**src/rtl/slave_pkg.sv**
```systemverilog
// slave_pkg: shared FSM state type and packet layout for the slave endpoint
package slave_pkg;
  localparam int PKT_ADDR_W = 3;
  localparam int DEPTH = 2 ** PKT_ADDR_W;
  localparam int VAL_LSB = 0;
  localparam int ADDR_LSB = 3;
  localparam int SEL_BIT = 6;
  typedef enum logic [1:0] {IDLE, WAIT, READY, DONE} slave_state_e;
endpackage

```
**src/rtl/slave_regfile.sv**
```systemverilog
// slave_regfile: register array with async clear, one write port, registered read-before-write port
module slave_regfile import slave_pkg::*; #(
  parameter int ADDR_W = 3,
  parameter int DATA_W = 3
) (
  input  logic              clk,
  input  logic              rst,
  input  logic              we,
  input  logic [ADDR_W-1:0] waddr,
  input  logic [DATA_W-1:0] wdata,
  input  logic [ADDR_W-1:0] raddr,
  output logic [DATA_W-1:0] rdata
);
  localparam int RF_DEPTH = 2 ** ADDR_W;
  logic [DATA_W-1:0] mem_q [RF_DEPTH];
  logic [DATA_W-1:0] mem_d [RF_DEPTH];
  logic [DATA_W-1:0] rdata_q, rdata_d;
  // next array contents and read data; read sees the pre-write contents
  always_comb begin
    mem_d = mem_q;
    if (we) mem_d[waddr] = wdata;
    rdata_d = mem_q[raddr];
  end
  // storage and read register, cleared asynchronously
  always_ff @(posedge clk or posedge rst) begin
    if (rst) begin
      for (int i = 0; i < RF_DEPTH; i++) mem_q[i] <= '0;
      rdata_q <= '0;
    end else begin
      mem_q <= mem_d;
      rdata_q <= rdata_d;
    end
  end
  assign rdata = rdata_q;
endmodule

```
**src/rtl/slave_node.sv**
```systemverilog
// slave_node: slave endpoint with programmable ready latency, register file and saturating write counter
module slave_node import slave_pkg::*; #(
  parameter int WAIT_CYC = 2,
  parameter int ADDR_W = 3,
  parameter int DATA_W = 3,
  parameter int CNT_W = 8
) (
  input  logic              clk,
  input  logic              rst,
  input  logic              valid,
  input  logic [ADDR_W-1:0] addr_in,
  input  logic [DATA_W-1:0] value_in,
  output logic              ready,
  output logic              handshake,
  output logic              busy,
  input  logic [ADDR_W-1:0] rd_addr,
  output logic [DATA_W-1:0] rd_data,
  output logic [CNT_W-1:0]  wr_count
);
  localparam logic [3:0] WAIT_LD = 4'(WAIT_CYC > 0 ? WAIT_CYC - 1 : 0);
  slave_state_e state_q, state_d;
  logic [3:0] wcnt_q, wcnt_d;
  logic [CNT_W-1:0] cnt_q, cnt_d;
  logic ready_q, ready_d, hs_q, hs_d, busy_q, busy_d;
  logic we;
  // next-state logic; outputs are decoded from the next state so they leave flops
  always_comb begin
    state_d = state_q;
    wcnt_d = wcnt_q;
    we = 1'b0;
    case (state_q)
      IDLE: if (valid) begin
        state_d = (WAIT_CYC == 0) ? READY : WAIT;
        wcnt_d = WAIT_LD;
      end
      WAIT: if (!valid) state_d = IDLE;
        else if (wcnt_q == '0) state_d = READY;
        else wcnt_d = wcnt_q - 1'b1;
      READY: begin
        we = valid;
        state_d = valid ? DONE : IDLE;
      end
      default: state_d = IDLE;
    endcase
    cnt_d = (we && cnt_q != '1) ? cnt_q + 1'b1 : cnt_q;
    ready_d = state_d == READY;
    hs_d = state_d == DONE;
    busy_d = state_d != IDLE;
  end
  // state, counters and registered status outputs
  always_ff @(posedge clk or posedge rst) begin
    if (rst) begin
      state_q <= IDLE;
      wcnt_q <= '0;
      cnt_q <= '0;
      ready_q <= 1'b0;
      hs_q <= 1'b0;
      busy_q <= 1'b0;
    end else begin
      state_q <= state_d;
      wcnt_q <= wcnt_d;
      cnt_q <= cnt_d;
      ready_q <= ready_d;
      hs_q <= hs_d;
      busy_q <= busy_d;
    end
  end
  slave_regfile #(.ADDR_W(ADDR_W), .DATA_W(DATA_W)) u_rf (
    .clk(clk),
    .rst(rst),
    .we(we),
    .waddr(addr_in),
    .wdata(value_in),
    .raddr(rd_addr),
    .rdata(rd_data)
  );
  assign ready = ready_q;
  assign handshake = hs_q;
  assign busy = busy_q;
  assign wr_count = cnt_q;
endmodule

```
**config.mk**
```make
export PLATFORM = sky130hd
export DESIGN_NAME = slave_node
export DESIGN_NICKNAME = d
export VERILOG_FILES = /design/src/rtl/slave_pkg.sv /design/src/rtl/slave_regfile.sv /design/src/rtl/slave_node.sv
export SDC_FILE = /design/constraint.sdc
export NUM_CORES = 1
export LEC_CHECK = 0
export ABC_AREA = 1
export CAP_MARGIN = 20
export CORE_ASPECT_RATIO = 0.6
export CORE_MARGIN = 2
export CORE_UTILIZATION = 55
export CTS_BUF_LIST = sky130_fd_sc_hd__clkbuf_4 sky130_fd_sc_hd__clkbuf_8 sky130_fd_sc_hd__clkbuf_16
export CTS_CLUSTER_DIAMETER = 100
export DETAILED_ROUTE_END_ITERATION = 10
export PLACE_DENSITY = 0.84
export SYNTH_ARGS = -nofsm -noshare
export SYNTH_HDL_FRONTEND = slang
export SYNTH_SLANG_ARGS = --single-unit
export TNS_END_PERCENT = 10
```
**constraint.sdc**
```tcl
create_clock -name clk -period 1.88 [get_ports clk]
set_clock_uncertainty 0.2 [all_clocks]
set_input_delay 0.188 -clock clk [delete_from_list [all_inputs] [get_ports clk]]
set_output_delay 0.188 -clock clk [all_outputs]
set_load 0.01 [all_outputs]
```
**Word-level counts from Yosys, hierarchy flattened**

Index checks and enable logic that the tools add are counted.

- Register bits after elaboration: 44
- Input port bits: 12
- Output and inout port bits: 14
- Word-level logic and storage cells: 53

- Equal/unequal tests: 8
- Bitwise logic cells: 2
- Multiplexer cells: 16
- Reductions and logical operators: 7
- $add $sub $neg: 2
- Magnitude comparators: 3

Operators with widths:

| operator | number |
|---|---|
| $bwmux W24 | 1 |
| $mux W4 | 3 |
| $bmux W3 S3 | 1 |
| $demux W3 S3 | 1 |
| $mux W3 | 3 |
| $add A8 B1 Y8 const B | 1 |
| $ge A4 B4 Y1 const B | 2 |
| $mux W2 | 4 |
| $ne A8 B8 Y1 const B | 1 |
| $not A3 Y4 | 2 |
| $pmux W4 S2 | 1 |
| $eq A2 B2 Y1 const B | 3 |
| $ne A2 B2 Y1 const B | 3 |
| $pmux W2 S3 | 1 |
| $logic_not A4 Y1 | 1 |
| $lt A4 B1 Y1 const B | 1 |
| $reduce_and A4 Y1 | 1 |
| $reduce_bool A2 Y1 | 2 |
| $sub A4 B1 Y4 const B | 1 |
| $eq A2 B1 Y1 const B | 1 |
| $logic_and A1 B1 Y1 | 2 |
| $logic_not A2 Y1 | 1 |
| $mux W1 | 1 |

**Longest topological paths before layout**

Gate-level depths: netlist (run 1).

- Depth in word-level cells: 6
- Gate-level depth with buffers: 8
- Gate-level depth less buffers: 8

**By module**

A second synthesis (run 1) with hierarchy kept.

- Cell total of the unflattened synthesis: 286
- Area, all modules: 2237.1 µm²

By module, submodules not included:

| module | area an instance (µm²) | seq. area each (µm²) | instances | cells each |
|---|---|---|---|---|
| slave_regfile | 1315.0 | 675.6 | 1 | 176 |
| slave_node | 922.1 | 425.4 | 1 | 110 |

**Worst setup path before layout (run 1)**

No wires, ideal clock.

- Path type: register to register
- Start: reg cnt_q[1] (netlist: wr_count[1])
- End: reg cnt_q[3] (netlist: wr_count[3])
- Clock period less this slack: 1.475 ns
- Cell stages (with the launch flop): 9
- Arrival: 1.159 ns
- Setup slack: 0.405 ns
- Cells stage by stage: dfrtp_1 > ha_1 > inv_1 > nor2_2 > nand2_2 > nand2_4 > inv_4 > nand2_1 > nand2_1

- Longest elaborated chain between the ends: 2

Ends and longest elaborated chain:

| what | RTL line | RTL |
|---|---|---|
| start, declared | slave_node.sv:23 | `logic [CNT_W-1:0] cnt_q, cnt_d;` |
| start signal, assigned | slave_node.sv:62 | `cnt_q <= cnt_d;` |
| parallel branches: the longest is 2 deep, another holds $add A8 B1 Y8 | -- |  |

Parallel ways; which one is timed is not known.
A chain may end at the register's enable or synchronous reset.

**Worst setup path in the final report (run 1)**

- Start: reg cnt_q[2] (netlist: wr_count[2])
- End: out wr_count[2]

RTL lines:

| what | RTL line | RTL |
|---|---|---|
| end, declared | slave_node.sv:18 | `output logic [CNT_W-1:0] wr_count` |

No word-level cell between the ends.

==> results of run 1 <==
==> state kept, by name, indices dropped and copies added (netlist names) <==
| name | flops |
|---|---|
| busy | 1 |
| handshake | 1 |
| ready | 1 |
| state_q | 2 |
| u_rf.mem_q | 24 |
| u_rf.rdata | 3 |
| wcnt_q | 4 |
| wr_count | 8 |
==> kinds of logic after synthesis <==
logic type,synth area share [%]
AND/OR/NAND/NOR,29.19
flip-flops,51.37
AO/OA/AOI/OAI,10.16
buffers and inverters,5.896
XOR/XNOR,1.635
adder cells (fa/ha/maj),1.752
==> cell type report <==
| class | count | area (sq um) | area share (%) |
|---|---|---|---|
| sequential | 44 | 1101 | 42.78 |
| multi-input combinational | 189 | 915.9 | 35.59 |
| timing repair buffer | 27 | 277.8 | 10.79 |
| inverter | 28 | 108.9 | 4.229 |
| clock buffer | 6 | 76.32 | 2.965 |
| tap | 47 | 58.81 | 2.285 |
| clock inverter | 2 | 35.03 | 1.361 |
==> worst min path at each step <==
stage,end,slack (ns),cells past startpoint
after floorplan,u_rf.rdata[0],0.10,2
after global placement,u_rf.mem_q[19],0.27,2
after detailed placement,u_rf.mem_q[13],0.27,2
after CTS,busy,0.07,3
after global routing,wcnt_q[0],0.11,3
final,wcnt_q[0],0.06,3
==> power breakdown <==
group / switching (uW) / internal (uW)
clock: 319 / 409
combinational: 453 / 346
sequential: 177 / 1200
==> worst register-to-register path: stages, from the launching register on <==
cell     delay, ns
dfrtp_1       0.38
inv_1         0.14
ha_1          0.16
nand4_1       0.17
nand2_1       0.27
nand2_1       0.12
o21ai_0       0.11
==> stage by stage <==
step | util, % | hold WS (ns)
2_1_floorplan | - | 0.1046
6_report | 69.54 | 0.05681
4_1_cts | 69.54 | 0.07125
3_3_place_gp | 66.53 | 0.2682
5_1_grt | 69.54 | 0.1063
3_5_place_dp | 66.53 | 0.2748
==> Yosys cell counts (all sizes together) <==
cell / count
clkinv: 1
nor2: 32
ha: 3
nand4: 3
or2: 1
o21ai: 39
xnor2: 1
o211ai: 3
clkbuf: 1
xor2: 3
dfrtp: 44
buf: 2
nand2: 95
nor3: 1
and2: 1
inv: 27
nand3: 7
==> routing by layer <==
| layer | part of all wire [%] | up-vias |
|---|---|---|
| li1 | - | 899 |
| met1 | 50 | 815 |
| met2 | 42 | 47 |
| met3 | 6.2 | 9 |
| met4 | 1.6 | 0 |
| met5 | 0 | - |
==> summary.md, run 1 <==
| Metric | Value |
|---|---|
| Status | `finished clean` |
| Worst path required time | `1.49 ns` |
| Endpoints failing setup | `0` |
| Dpl hpwl | `3444 um` |
| Post-DR vias/cell | `5.160` |
| Placed Cells incl. Taps | `335` |
| Final ANT Viol Nets | `0` |
| Crit share post-route | `93.62%` |
| Stages on the worst setup path | `1` |
| Resized Gates After CTS | `0` |
| Met2 usage | `37.27%` |
| Initial antenna violation count | `0` |
| Final Max Tran Viols | `0` |
| Post-CTS Hold Fix Bufs | `0` |
| Setup crit end kind | `primary output` |
| Top cell type's share of synthesized area | `51.37%` |
| Setup crit start kind | `flip-flop` |
| Core area | `0.003701 sq mm` |
| CTS Buffer Depth | `2` |
| Maximum VDD drop | `0.6967 mV` |
| Setup ws final | `0.1200 ns` |
| Syn nets | `279` |
| Synth Instances | `264` |
| # rows | `17` |
| Top cells by area, synth | `dfrtp_1 (51%), nand2_1 (15%), o21ai_1 (5.8%)` |
| Die Ht | `52.36 um` |
| Total of max-cap violations | `0` |
| Most Crowded Layer GR | `met2` |
| Post-Syn Area per Cell | `8.119 sq um` |
| Slew headroom | `71.58%` |
| Leading area contributor after synthesis | `dfrtp_1` |
| Reg2Reg Setup Slack | `0.25 ns` |
| GR Util All Layers | `25.08%` |
| Via count | `1770` |
| Avg WL per Cell | `14.15 um` |
| Worst min-delay path category | `in -> async` |
| Initial core utilization | `57.91%` |
| Final TNS setup | `0 ns` |
| Post-DP Area | `0.002462 sq mm` |
| Delay-heaviest family, CP | `buffers and inverters` |
| Clock Latency Late Sink | `0.30 ns` |
| Crit-path slowest cell | `clkdlybuf4s50_1` |
| Met1 GRT Util | `36.22%` |
| Gpl congestion | `0.8242` |
| Layout cells sized above 1 | `9.797%` |
| Congestion Overflow GR | `0` |
| Critical path type | `reg -> out` |
| Non-filler cells, final | `343` |
| # clock sinks | `44` |
| Nets | `310` |
| Min Clock Period, post-route | `1.760 ns` |
| PwrDens | `1127 mW/mm^2` |
| Clk slew on worst S/H paths | `0.08 ns` |
| Initial DRT Pass Iterations | `4` |
| Iter 0 DRT Violations | `163` |
| DRC violations left | `0` |
| First-pass GRT wire length | `8286 um` |
| Worst-path fanout max | `6` |
| Fill cells | `308` |
| Num ports | `26` |
| Unrepaired setup endpoints after global routing | `false` |
| RR Startpoint | `wcnt_q[0]` |
| Mapped Area | `0.002143 sq mm` |
| CTS tree | `built` |
| Post-Route WL | `4853 um` |
| Synth cell types | `26` |
| Static leakage | `0.001266 uW` |
| ANT cells | `0` |
| Commonest non-fill, non-tap cell in the layout | `nand2_1` |
| Total power | `2901 uW` |
| Die Area | `0.004429 sq mm` |
| Actual slew at the worst max-slew pin | `0.4249 ns` |
| Area growth from synthesis to layout | `20.08%` |
| Flops & latches, synth | `44` |
| Setup Fix Bufs, Post-CTS | `0` |
| Critical Path Start | `wr_count[2]` |
| Die Wd | `84.59 um` |
| Slowest Stage Delay on Critical Path | `0.61 ns` |
| Pin count of the biggest net entering global routing | `45` |
| Crit path DAT | `1.37 ns` |
| Clock root buffer | `clkbuf_8` |
| Critical Path, Cell by Cell | `clkdlybuf4s50_1` |
| Critical Path End | `wr_count[2]` |
| Htree depth | `2` |
| Met3 usage | `5.669%` |
| Synthesis Warnings | `0` |
| Total CTS buffers | `5` |
| Seq/Total Area, Yosys | `51.37%` |
| Reg2Reg Capture Point | `wcnt_q[3]` |
| Most frequent cells in the layout | `nand2_1 (85), dfrtp_1 (44), nor2_1 (29), o21ai_1 (25), clkdlybuf4s50_1 (25)` |
| Hold Fails Final Rpt | `0` |
| Design area | `0.002574 sq mm` |
| Place WS | `0.1842 ns` |
| Port Buf Inserts | `25` |
| Vias in the first global route | `1705` |
| Buf/Inv on CP | `1` |
| Max Freq | `0.5682 GHz` |
| R2r worst-path depth | `6` |
No activity file was read; power rests on OpenSTA's default activity.
==> inputs of run 2 (changes only) <==
--- a/config.mk
+++ b/config.mk
@@ -8,11 +8,11 @@
 export ABC_AREA = 1
 export CAP_MARGIN = 20
 export CORE_ASPECT_RATIO = 0.6
-export CORE_MARGIN = 2
 export CORE_UTILIZATION = 55
 export CTS_BUF_LIST = sky130_fd_sc_hd__clkbuf_4 sky130_fd_sc_hd__clkbuf_8 sky130_fd_sc_hd__clkbuf_16
 export CTS_CLUSTER_DIAMETER = 100
 export DETAILED_ROUTE_END_ITERATION = 10
+export GPL_TIMING_DRIVEN = 0
 export PLACE_DENSITY = 0.84
 export SYNTH_ARGS = -nofsm -noshare
 export SYNTH_HDL_FRONTEND = slang
==> run 2 against run 1 <==
- cell count is 0.29% lower
- utilization is 0.81 points lower
- largest cell class unchanged
- combinational power is 4.9% lower
- first-iteration DRC count is 34% lower
- sequential share of layout area is 0.51 points higher
- flip-flop and latch count stayed put
- global-route usage is 1.0 points lower
- worst hold slack better by 0.099 ns
- maximum frequency is 0.73% higher
- power is 0.79% lower
- clock power is 2% higher
- via count is 0.68% lower
==> summary.md, run 2 (synthesis results as in run 1) <==
| Metric | Value |
|---|---|
| Clk slew on worst S/H paths | `0.08 ns (about the same)` |
| Worst min-delay path category | `in -> reg` |
| Post-DP Area | `0.002432 sq mm (-1.2%)` |
| Area of the multi-input gates | `915.9 sq um (unchanged)` |
| Post-CTS Hold Fix Bufs | `0 (unchanged)` |
| Reg with most FFs | `u_rf.mem_q` |
| Initial core utilization | `57.91% (unchanged)` |
| Fill cells | `304 (-1.3%)` |
| Dpl hpwl | `3031 um (-12%)` |
| Max Freq | `0.5724 GHz (+0.73%)` |
| Unrepaired setup endpoints after global routing | `false` |
| Initial antenna violation count | `0 (unchanged)` |
| Total of max-cap violations | `0 (unchanged)` |
| Most Crowded Layer GR | `met2` |
| Status | `finished clean` |
| Slowest Stage Delay on Critical Path | `0.58 ns (-0.03 ns)` |
| Endpoints failing setup | `0 (unchanged)` |
| Initial DRT Pass Iterations | `5 (+1)` |
| Core Util, Final | `68.73% (-0.81 points)` |
| Clock Latency Late Sink | `0.31 ns (about the same)` |
| CTS Buffer Depth | `2 (unchanged)` |
| Buf/Inv on CP | `1 (unchanged)` |
| Final ANT Viol Nets | `0 (unchanged)` |
| Port Buf Inserts | `23 (-8.0%)` |
| Die Ht | `50.36 um (-3.8%)` |
| Slew headroom | `40.68% (-31 points)` |
| GR Util All Layers | `24.06% (-1.0 points)` |
| Resized Gates After CTS | `0 (unchanged)` |
| # rows | `17 (unchanged)` |
| Sequential cell area | `0.001101 sq mm (unchanged)` |
| Critical Path, Cell by Cell | `clkdlybuf4s50_1` |
| Hold Fails Final Rpt | `0 (unchanged)` |
| Actual slew at the worst max-slew pin | `0.8886 ns (+0.4636 ns)` |
| Min Clock Period, post-route | `1.747 ns (-0.01283 ns)` |
| Commonest non-fill, non-tap cell in the layout | `nand2_1` |
| Crit-path slowest cell | `clkdlybuf4s50_1` |
| Core area | `0.003701 sq mm (unchanged)` |
| # clock sinks | `44 (unchanged)` |
| Crit path DAT | `1.36 ns (about the same)` |
| Total CTS buffers | `5 (unchanged)` |
| Worst path required time | `1.49 ns (about the same)` |
| Post-Route WL | `4320 um (-11%)` |
| Worst-path fanout max | `6 (unchanged)` |
| Post-DR vias/cell | `5.140 (-0.39%)` |
| Total power | `2878 uW (-0.79%)` |
| Die Area | `0.004159 sq mm (-6.1%)` |
| Htree depth | `2 (unchanged)` |
| Avg WL per Cell | `12.63 um (-11%)` |
| DRC violations left | `0 (unchanged)` |
| Clock root buffer | `clkbuf_8` |
| First-pass GRT wire length | `7162 um (-14%)` |
| Setup crit end kind | `primary output` |
| Most frequent cells in the layout | `nand2_1 (85), dfrtp_1 (44), nor2_1 (29), o21ai_1 (25)` |
| CTS tree | `built` |
| Final TNS setup | `0 ns (unchanged)` |
| Setup Fix Bufs, Post-CTS | `0 (unchanged)` |
| Static leakage | `0.001256 uW (-0.81%)` |
| Design area | `0.002544 sq mm (-1.2%)` |
| Max FFs per register | `24 (unchanged)` |
| Met3 usage | `6.182% (+0.51 points)` |
| Met1 GRT Util | `34.32% (-1.9 points)` |
| Vias in the first global route | `1557 (-8.7%)` |
| Setup crit start kind | `flip-flop` |
| Iter 0 DRT Violations | `108 (-34%)` |
| Area growth from synthesis to layout | `18.68%` |
| PwrDens | `1131 mW/mm^2 (+0.38%)` |
| Via count | `1758 (-0.68%)` |
| Maximum VDD drop | `0.7905 mV (+13%)` |
| Gpl congestion | `0.8177 (-0.79%)` |
| Nets | `309 (-0.32%)` |
| Die Wd | `82.59 um (-2.4%)` |
| Delay-heaviest family, CP | `buffers and inverters` |
| Num ports | `26 (unchanged)` |
| Layout cells sized above 1 | `10.51% (+0.71 points)` |
| Final Max Tran Viols | `0 (unchanged)` |
| Crit share post-route | `92.93% (-0.68 points)` |
| ANT cells | `0 (unchanged)` |
| Critical path type | `reg -> out` |
| Pin count of the biggest net entering global routing | `45 (unchanged)` |
| Met2 usage | `34.57% (-2.7 points)` |
| Congestion Overflow GR | `0 (unchanged)` |
run 2: where the power goes:
part / leakage (uW) / internal, uW / switching [uW]
clock network: 0.0000586 / 409 / 336
logic: 0.000604 / 340 / 420
registers: 0.000593 / 1200 / 175
run 2: cell type report:
type / count / area share (%)
buffer: 3 / 0.6886
clock buffer: 6 / 3.000
clock inverter: 2 / 1.377
inverter: 28 / 4.279
multi-input combinational: 189 / 36.01
sequential: 44 / 43.29
tap: 47 / 2.312
timing repair buffer: 23 / 9.051
run 2: final timing paths:
check,startpoint,to,slack [ns],depth (start not counted)
worst max-delay path,wr_count[2],wr_count[2],0.13,1
worst min-delay path,rd_addr[1],u_rf.rdata[1],0.16,5
worst max register to register,wr_count[0],wr_count[7],0.30,8
worst min register to register,u_rf.mem_q[7],u_rf.mem_q[7],0.29,2
max in group asynchronous,rst,wr_count[4],0.73,2
min in group asynchronous,rst,state_q[0],0.19,2
run 2: metrics by stage:
step	std cells	setup WS, ns	hold WS, ns
after floorplan	264	0.4048	0.1046
after global placement	334	-0.4028	0.2657
after detailed placement	334	0.1939	0.2729
after CTS	342	0.1317	0.1500
after global routing	342	0.09495	0.1849
final	342	0.1329	0.1555
run 2: worst reg2reg max path, delay by kind of cell, from the launching register on:
kind | cells | cell delay [ns]
flip-flops | 1 | 0.44
AND/OR/NAND/NOR | 5 | 0.49
buffers and inverters | 2 | 0.12
adder cells (fa/ha/maj) | 1 | 0.23
run 2: routing by layer:
layer / vias up / wire length (um)
li1: 896 / -
met1: 793 / 2102
met2: 62 / 1829
met3: 7 / 307
met4: 0 / 80
met5: - / 0
